<file path="config.mk">
export PLATFORM = sky130hd
export DESIGN_NAME = tt_um_noritsuna_prog_counter
export DESIGN_NICKNAME = d
export VERILOG_FILES = /design/src/rtl/noritsuna_cnt_pkg.sv /design/src/rtl/noritsuna_prescaler.sv /design/src/rtl/tt_um_noritsuna_prog_counter.sv
export SDC_FILE = /design/constraint.sdc
export NUM_CORES = 1
export LEC_CHECK = 0
export CORE_ASPECT_RATIO = 1.1
export CORE_MARGIN = 2
export CORE_UTILIZATION = 30
export DETAILED_ROUTE_END_ITERATION = 10
export GPL_TIMING_DRIVEN = 0
export PLACE_DENSITY = 0.47
export SLEW_MARGIN = 15
export SYNTH_ARGS = -nofsm -noshare
export SYNTH_HDL_FRONTEND = slang
export SYNTH_HIERARCHICAL = 1
export SYNTH_SLANG_ARGS = --single-unit
</file>
<file path="constraint.sdc">
create_clock -name clk -period 4.8 [get_ports clk]
set_input_delay 1.44 -clock clk [delete_from_list [all_inputs] [get_ports clk]]
set_output_delay 1.44 -clock clk [all_outputs]
set_load 0.02 [all_outputs]
</file>
<file path="src/rtl/noritsuna_cnt_pkg.sv">
// Shared definitions for the programmable counter: control-byte layout,
// write-address map, prescale selects and status-byte bit positions.
package noritsuna_cnt_pkg;

  // Register addresses carried in ui_in[4:3]
  typedef enum logic [1:0] {
    ADDR_COUNT = 2'b00,
    ADDR_MOD   = 2'b01,
    ADDR_CMP   = 2'b10,
    ADDR_CLR   = 2'b11
  } wr_addr_e;

  // Prescale selects carried in ui_in[7:6]
  typedef enum logic [1:0] {
    PSEL_DIV1    = 2'd0,
    PSEL_DIV16   = 2'd1,
    PSEL_DIV256  = 2'd2,
    PSEL_DIVFULL = 2'd3
  } psel_e;

  // Bit positions inside the status byte
  localparam int STAT_TC  = 7;
  localparam int STAT_PWM = 6;
  localparam int STAT_DIR = 5;
  localparam int STAT_EN  = 4;

  // ui_in viewed as a control word; field order matches bit order MSB first
  typedef struct packed {
    psel_e    psel;  // [7:6]
    logic     view;  // [5]
    wr_addr_e addr;  // [4:3]
    logic     wr;    // [2]
    logic     dir;   // [1]
    logic     en;    // [0]
  } ctrl_t;

  // Assemble the status byte; low nibble is always zero
  function automatic logic [7:0] status_byte(input logic tc, input logic pwm,
                                             input logic dir, input logic en);
    logic [7:0] s;
    s           = 8'h00;
    s[STAT_TC]  = tc;
    s[STAT_PWM] = pwm;
    s[STAT_DIR] = dir;
    s[STAT_EN]  = en;
    return s;
  endfunction

endpackage

</file>
<file path="src/rtl/noritsuna_prescaler.sv">
// Free-running prescaler. Emits a tick whenever the low k bits of the
// counter are all ones, k chosen by psel (0, 4, 8 or PRESC_W).
// clr restarts the count from zero so the next tick is 2^k cycles away.
module noritsuna_prescaler
  import noritsuna_cnt_pkg::*;
#(
  parameter int PRESC_W = 16
) (
  input  logic  clk,
  input  logic  rst_n,
  input  logic  ena,
  input  logic  clr,
  input  psel_e psel,
  output logic  tick
);

  logic [PRESC_W-1:0] cnt;

  // Running count; holds while the tile is disabled
  always_ff @(posedge clk) begin
    if (!rst_n)     cnt <= '0;
    else if (ena) begin
      if (clr)      cnt <= '0;
      else          cnt <= cnt + PRESC_W'(1);
    end
  end

  // Tick decode from the current count value
  always_comb begin
    tick = 1'b0;
    case (psel)
      PSEL_DIV1:    tick = 1'b1;
      PSEL_DIV16:   tick = &cnt[3:0];
      PSEL_DIV256:  tick = &cnt[7:0];
      PSEL_DIVFULL: tick = &cnt;
      default:      tick = 1'b0;
    endcase
  end

endmodule

</file>
<file path="src/rtl/tt_um_noritsuna_prog_counter.sv">
// Programmable TinyTapeout counter: prescaled up/down count with modulo
// wrap, sticky terminal-count flag and a count/status output view.
// Optional feature macro: PWM_OUT_EN adds a compare register and a
// registered PWM comparator reported in status bit 6.
module tt_um_noritsuna_prog_counter
  import noritsuna_cnt_pkg::*;
#(
  parameter int WIDTH   = 8,
  parameter int PRESC_W = 16
) (
  input  logic [7:0] ui_in,
  output logic [7:0] uo_out,
  input  logic [7:0] uio_in,
  output logic [7:0] uio_out,
  output logic [7:0] uio_oe,
  input  logic       ena,
  input  logic       clk,
  input  logic       rst_n
);

  ctrl_t            ctrl;
  logic             wr_q;
  logic             wr_edge;
  logic             wr_count;
  logic             wr_mod;
  logic             wr_clr;
  logic [WIDTH-1:0] wr_data;
  logic             tick;
  logic             step;
  logic [WIDTH-1:0] count;
  logic [WIDTH-1:0] count_nxt;
  logic [WIDTH-1:0] modulo;
  logic             tc_evt;
  logic             tc_flag;
  logic             pwm;
  logic             unused_ok;

  assign ctrl    = ctrl_t'(ui_in);
  assign wr_data = uio_in[WIDTH-1:0];

  // The bidirectional pins are all inputs
  assign uio_out = 8'h00;
  assign uio_oe  = 8'h00;

  // Upper data bits are unused for narrow counters
  assign unused_ok = &{1'b0, uio_in};

  // Registered write strobe for rising-edge detection
  always_ff @(posedge clk) begin
    if (!rst_n)   wr_q <= 1'b0;
    else if (ena) wr_q <= ctrl.wr;
  end

  // One write per rising edge of wr; nothing happens while the tile is off
  assign wr_edge  = ena & ctrl.wr & ~wr_q;
  assign wr_count = wr_edge & (ctrl.addr == ADDR_COUNT);
  assign wr_mod   = wr_edge & (ctrl.addr == ADDR_MOD);
  assign wr_clr   = wr_edge & (ctrl.addr == ADDR_CLR);

  // A count write restarts the prescaler so the first step is a full period away
  noritsuna_prescaler #(
    .PRESC_W (PRESC_W)
  ) u_presc (
    .clk   (clk),
    .rst_n (rst_n),
    .ena   (ena),
    .clr   (wr_count),
    .psel  (ctrl.psel),
    .tick  (tick)
  );

  assign step = tick & ctrl.en;

  // Next count: a write beats a step; wrap in either direction raises tc_evt
  always_comb begin
    count_nxt = count;
    tc_evt    = 1'b0;
    if (wr_count) begin
      count_nxt = wr_data;
    end else if (step) begin
      if (ctrl.dir) begin
        if (count >= modulo) begin
          count_nxt = '0;
          tc_evt    = 1'b1;
        end else begin
          count_nxt = count + WIDTH'(1);
        end
      end else begin
        if (count == '0) begin
          count_nxt = modulo;
          tc_evt    = 1'b1;
        end else begin
          count_nxt = count - WIDTH'(1);
        end
      end
    end
  end

  // Count register
  always_ff @(posedge clk) begin
    if (!rst_n)   count <= '0;
    else if (ena) count <= count_nxt;
  end

  // Modulo register; resets to the full range
  always_ff @(posedge clk) begin
    if (!rst_n)      modulo <= '1;
    else if (wr_mod) modulo <= wr_data;
  end

  // Sticky terminal-count flag; a same-cycle set beats the clear
  always_ff @(posedge clk) begin
    if (!rst_n) begin
      tc_flag <= 1'b0;
    end else if (ena) begin
      if (tc_evt)      tc_flag <= 1'b1;
      else if (wr_clr) tc_flag <= 1'b0;
    end
  end

`ifdef PWM_OUT_EN
  logic             wr_cmp;
  logic [WIDTH-1:0] compare;

  assign wr_cmp = wr_edge & (ctrl.addr == ADDR_CMP);

  // Compare register
  always_ff @(posedge clk) begin
    if (!rst_n)      compare <= '0;
    else if (wr_cmp) compare <= wr_data;
  end

  // Registered comparator: pwm trails count by one cycle
  always_ff @(posedge clk) begin
    if (!rst_n)   pwm <= 1'b0;
    else if (ena) pwm <= (count < compare);
  end
`else
  assign pwm = 1'b0;
`endif

  // Output view: zero-extended count or status byte
  always_comb begin
    uo_out = 8'(count);
    if (ctrl.view) uo_out = status_byte(tc_flag, pwm, ctrl.dir, ctrl.en);
  end

endmodule

</file>
## Word level (Yosys, flattened, before mapping)

Cells that the tools add are included.

- Bits in registers: 34
- Input bits: 19
- Logic and storage cells: 46
- Output and inout bits: 24

- Mux-type cells: 15
- Bitwise logic cells: 7
- Reductions and logical operators: 10
- Eq/ne operators: 5
- Add/subtract/negate cells: 3
- $lt $le $gt $ge: 1

Operator list:

| cell | number |
|---|---|
| two-way mux 8 bit | 6 |
| adder 16 x 1 -> 16 bit, second input constant | 1 |
| two-way mux 16 bit | 1 |
| AND reduction 16 bit | 1 |
| adder 8 x 1 -> 8 bit, second input constant | 1 |
| greater-or-equal comparator 8 bit | 1 |
| zero test 8 bit | 1 |
| AND reduction 8 bit | 1 |
| subtractor 8 x 1 -> 8 bit, second input constant | 1 |
| two-way mux 1 bit | 7 |
| AND 1 bit | 6 |
| == test 2 bit, second input constant | 3 |
| == test 2 x 1 -> 1 bit, second input constant | 2 |
| zero test 2 bit | 2 |
| one-hot mux 1 bit (4 select lines) | 1 |
| AND reduction 2 bit | 2 |
| AND reduction 4 bit | 1 |
| nonzero test 2 bit | 2 |
| NOT 1 bit | 1 |

## Logic depth before layout (Yosys ltp)

- Depth after elaboration: 7
- Depth in mapped cells: 10
- Depth with buffers taken out: 10

## By module

Netlist, hierarchy kept.

Modules (own cells, without submodules):

| module | area each (sq um) | seq. area each (sq um) | cells an instance | times used |
|---|---|---|---|---|
| tt_um_noritsuna_prog_counter | 1620.3 | 360.3 | 199 | 1 |
| noritsuna_prescaler | 778.2 | 320.3 | 88 | 1 |

## Least setup slack after synthesis

OpenSTA, ideal clock, no wires.

- Path kind: input to output
- Start point: input ui_in[5]
- End point: output uo_out[7]
- Path slack: 1.246 ns
- Stages on the path: 2
- Data arrival time: 2.114 ns
- Required time: 3.360 ns
- Buffers on the path: 1
- Cell sequence: clkbuf_1 -> o21ai_0

- Longest elaborated chain between the ends: 1

RTL lines:

| element | RTL line | text |
|---|---|---|
| from (decl) | tt_um_noritsuna_prog_counter.sv:11 | `input logic [7:0] ui_in,` |
| two-way mux 8 bit | tt_um_noritsuna_prog_counter.sv:145 | `if (ctrl.view) uo_out = status_byte(tc_flag, pwm, ctrl.dir, ctrl.en);` |
| to (decl) | tt_um_noritsuna_prog_counter.sv:12 | `output logic [7:0] uo_out,` |

No other way between the ends.

## Final worst setup path

- Start point: input ui_in[1]
- End point: output uo_out[5]

The elaborated chain is that of the path after synthesis.

==> results by stage <==
Die:
- The floorplan step defined a core boundary enclosing 0.007828 mm2.
- The die covers 0.008727 mm2.
- The y dimension of the die is 97.78 um.
- During I/O placement, the number of pins put on the boundary was 43.
- Measured along the x axis, the die boundary spans 89.26 um.
- The initial standard-cell utilization of the core is 30.64%.
- The floorplan has 34 rows.

Timing:
- The headroom to the max-slew limit is 56.43%.
- The count of final max-slew check failures is 0.
- The actual slew at the worst max-slew pin is 0.6536 ns.
- The setup violation total in the final timing report is 0.
- The final total negative setup slack is 0 ns.
- The final hold violation count is 0.
- Setup repair after global routing left no endpoint under its margin.
- After layout, the worst path uses 90.89% of the clock period.
- In the post-route analysis, the smallest setup slack over all paths is 0.4372 ns.
- The worst clock skew is 0.006463 ns.
- Counting I/O delays and the setup requirement, the final critical path takes 4.363 ns.
- The highest achievable clock rate is 229.2 MHz.

CTS:
- For this design, the sink count on the clock tree is 34.
- In this run the post-CTS setup repair buffer count came out at 0.
- The number of hold buffers added after CTS was 0.
- The insertion delay of the later-clocked pin in the worst-skew pair is 0.30 ns.
- The post-cts gate resize count is 0.
- The H-tree was split into 2 levels.
- TritonCTS built the clock tree.
- The root buffer selected by CTS is sky130_fd_sc_hd__clkbuf_8.
- The clock passes through at most 2 buffers.
- TritonCTS created 5 clock buffers.
- Clock-pin slew was measured on the worst setup and hold paths at 0.07 ns.

Finish:
- The most frequent standard cell in the layout excluding fill and tap cells is sky130_fd_sc_hd__dfxtp_1.
- The footprint of the flip-flops and latches is 680.7 um2.
- The number of diodes is 0.
- Compared with the post-synthesis result, the final layout area differs by 23.11%.
- The post-route netlist has 13.47% of its cells at a drive strength greater than 1.
- The fill cell instance count of the final layout is 869.
- The top cell types in the final layout, fill and taps aside, are 34 x sky130_fd_sc_hd__dfxtp_1, 29 x sky130_fd_sc_hd__nand2_1, 25 x sky130_fd_sc_hd__clkdlybuf4s50_1.
- The final net count is 365.
- The multi-input combinational cells in the finished layout cover a total of 0.001540 mm2.

Synthesis:
- The Yosys step of the flow raised 6 warnings.
- The average footprint of a synthesized cell is 8.357 um2.
- The count of flip-flops with a built-in enable after synthesis is 0.
- The synthesized design spends more area on one cell type than any other, namely sky130_fd_sc_hd__dfxtp_1.
- Summing every instance area after synthesis gives 0.002399 mm2.
- Sequential elements use 28.38% of the synthesized area.
- The most used flip-flop cell after synthesis is sky130_fd_sc_hd__dfxtp_1.
- Synthesis inferred 34 register bits.
- For this run, asynchronously set or reset flops after synthesis account for 0%.
- The portion of synthesized cell area occupied by the leading cell type is 28.38%.
- The netlist uses 63 different library cells.
- By area the synthesized netlist is led by sky130_fd_sc_hd__dfxtp_1 28%, sky130_fd_sc_hd__ha_1 6.3%, sky130_fd_sc_hd__buf_4 5.0%, sky130_fd_sc_hd__nand2_1 4.5%, sky130_fd_sc_hd__xnor2_1 4.4%.
- The number of standard cells after synthesis is 287.

GRT:
- After global routing the overflow that remains totals 0.
- The initial antenna violation count is 0.
- For this run, global-route usage on met3 was measured as 2.874%.
- The pin count of the biggest net entering global routing is 11.
- The first global-routing pass estimated 10.30 mm of wire.
- The global routing's busiest layer is met2.
- The via count of the first global-routing pass came to 2030.
- For this run, global-route usage on met2 was measured as 25.75%.
- The fraction of met1 tracks used by global routing is 19.01%.
- The global-route usage over all layers is 15.34%.

Pwr:
- In this run the static leakage power is 1.221 nW.
- The worst IR drop on VDD is 0.1459 mV.
- The total power density per cell area is 242.3 mW/mm2.

Drt:
- The first-pass iteration count of the detailed router is 4.
- After detailed routing, the number of vias per cell comes to 4.903.
- The number of DRC violations after detailed routing is 0.
- Wires add up to 6.391 mm.
- The count of nets left with antenna violations once routing finished came out at 0.
- The via count is 2167.
- After detailed routing, the average wire length per cell comes to 14.46 um.
- The first routing iteration left 97 violations.

Critical path:
- The signal on the critical path passes through clkdlybuf4s50_1 -> mux2_2 -> clkdlybuf4s50_1.
- Along the worst path, the maximum fanout reaches 7.
- The critical path is of the in -> out type.
- In this design, the stage delay of the slowest critical-path cell is 0.66 ns.
- The most common cell type on the critical path is sky130_fd_sc_hd__clkdlybuf4s50_1.
- STA puts the critical path data arrival time at 2.92 ns.
- STA classifies the critical path endpoint as an output pin.
- Counting both buffers and inverters, the worst setup path holds a total of 2.
- The critical path required time is 3.36 ns.
- The dominant delay contributor by cell family on the critical path is buffers and inverters.
- The sort of element at the start of the critical path is an input pin.
- The library cell contributing the largest single delay on the critical path is sky130_fd_sc_hd__clkdlybuf4s50_1.

Run:
- The max-cap violation count is 0.

Outcome:
- The flow ran to the end, and the final reports show no timing, DRC or antenna violations.

Worst hold path:
- The tightest min-delay check is of the reg -> reg type.

Placement:
- The count of buffers added on input and output ports is 25.
- The detailed-placement wirelength estimate is 4.920 mm.
- The post-placement setup slack is 0.4352 ns.
- The final weighted congestion in routability-driven placement is 0.8140.
-- metrics by stage --
| step | cell area [um2] | hold slack, ns | instances | utilization [%] | power (W) |
|---|---|---|---|---|---|
| 5_1_grt | 2953 | 0.4979 | 442 | 37.72 | 0.0007472 |
| 4_1_cts | 2953 | 0.4791 | 442 | 37.72 | 0.0007232 |
| 2_1_floorplan | 2455 | 0.4353 | 302 | - | 0.0003988 |
| 3_3_place_gp | 2840 | 0.4582 | 435 | 36.29 | 0.0004452 |
| 3_5_place_dp | 2840 | 0.4690 | 435 | 36.29 | 0.0004446 |
| 6_report | 2953 | 0.4760 | 442 | 37.72 | 0.0007156 |
-- registers in the layout, indices dropped and copies added, names as in the netlist --
signal / count
u_presc/cnt: 16
tc_flag: 1
count: 8
modulo: 8
wr_q: 1
-- final cells by class --
class,instances,area share (%)
multi-input cells,225,52.16
well taps,108,4.576
plain buffers,26,5.720
clock inverters,1,1.017
repair buffers,25,8.475
inverters,17,2.203
clock buffers,6,2.797
flip-flops and latches,34,23.05
-- synthesized netlist by cell type (all sizes together) (2+ instances only) --
cell type  count
nor3b          3
nand3         11
a21boi         3
clkbuf         5
and2           3
o221ai         4
nor3           6
a21oi          7
nor2          23
xor2           7
and3           4
mux2i          6
mux2           2
dfxtp         34
nand2b         5
nand4          6
a31oi          2
nand2         32
nor2b          5
xnor2         12
o21ai          8
a221oi         2
inv           16
o21a           2
ha            12
or3            4
o211ai        12
nor4           6
a221o          2
a2111oi        3
buf           21
-- worst paths after layout --
kind	from	end	slack, ns	depth (start not counted)
worst max-delay path	ui_in[1]	uo_out[5]	0.44	3
worst min register to register	tc_flag$_SDFFE_PN0P_	tc_flag$_SDFFE_PN0P_	0.48	2
worst min-delay path	tc_flag$_SDFFE_PN0P_	tc_flag$_SDFFE_PN0P_	0.48	2
worst max register to register	u_presc/cnt[0]$_SDFFE_PN0P_	count[3]$_SDFFE_PN0P_	2.24	9
-- worst register-to-register path, delay by kind of cell, from the launching register on --
kind | cells | cell delay (ns)
flops | 1 | 0.43
compound gates | 5 | 1.29
simple gates | 3 | 0.52
fa+ha+maj | 1 | 0.22
-- metal layers --
layer	wire length (um)	vias to the layer above
met5	0	-
met4	192	0
met3	227	14
met2	3060	43
met1	2911	1013
li1	-	1097
-- cells by family after synthesis --
family / Yosys count / share of synthesized area [%]
buf+inv: 43 / 9.755
xor+xnor: 19 / 6.938
fa+ha+maj: 12 / 6.260
other cells: 1 / 0.1563
compound gates: 58 / 19.46
flops: 34 / 28.38
mux: 8 / 3.443
simple gates: 112 / 25.61
-- power by group --
group / internal (W) / switching (W) / total, W
Sequential: 0.000289 / 0.00000924 / 0.000298
Combinational: 0.0000616 / 0.0000788 / 0.000140
Clock: 0.000166 / 0.000111 / 0.000277
Total: 0.000517 / 0.000199 / 0.000716
No activity file was read; power rests on OpenSTA's default activity.
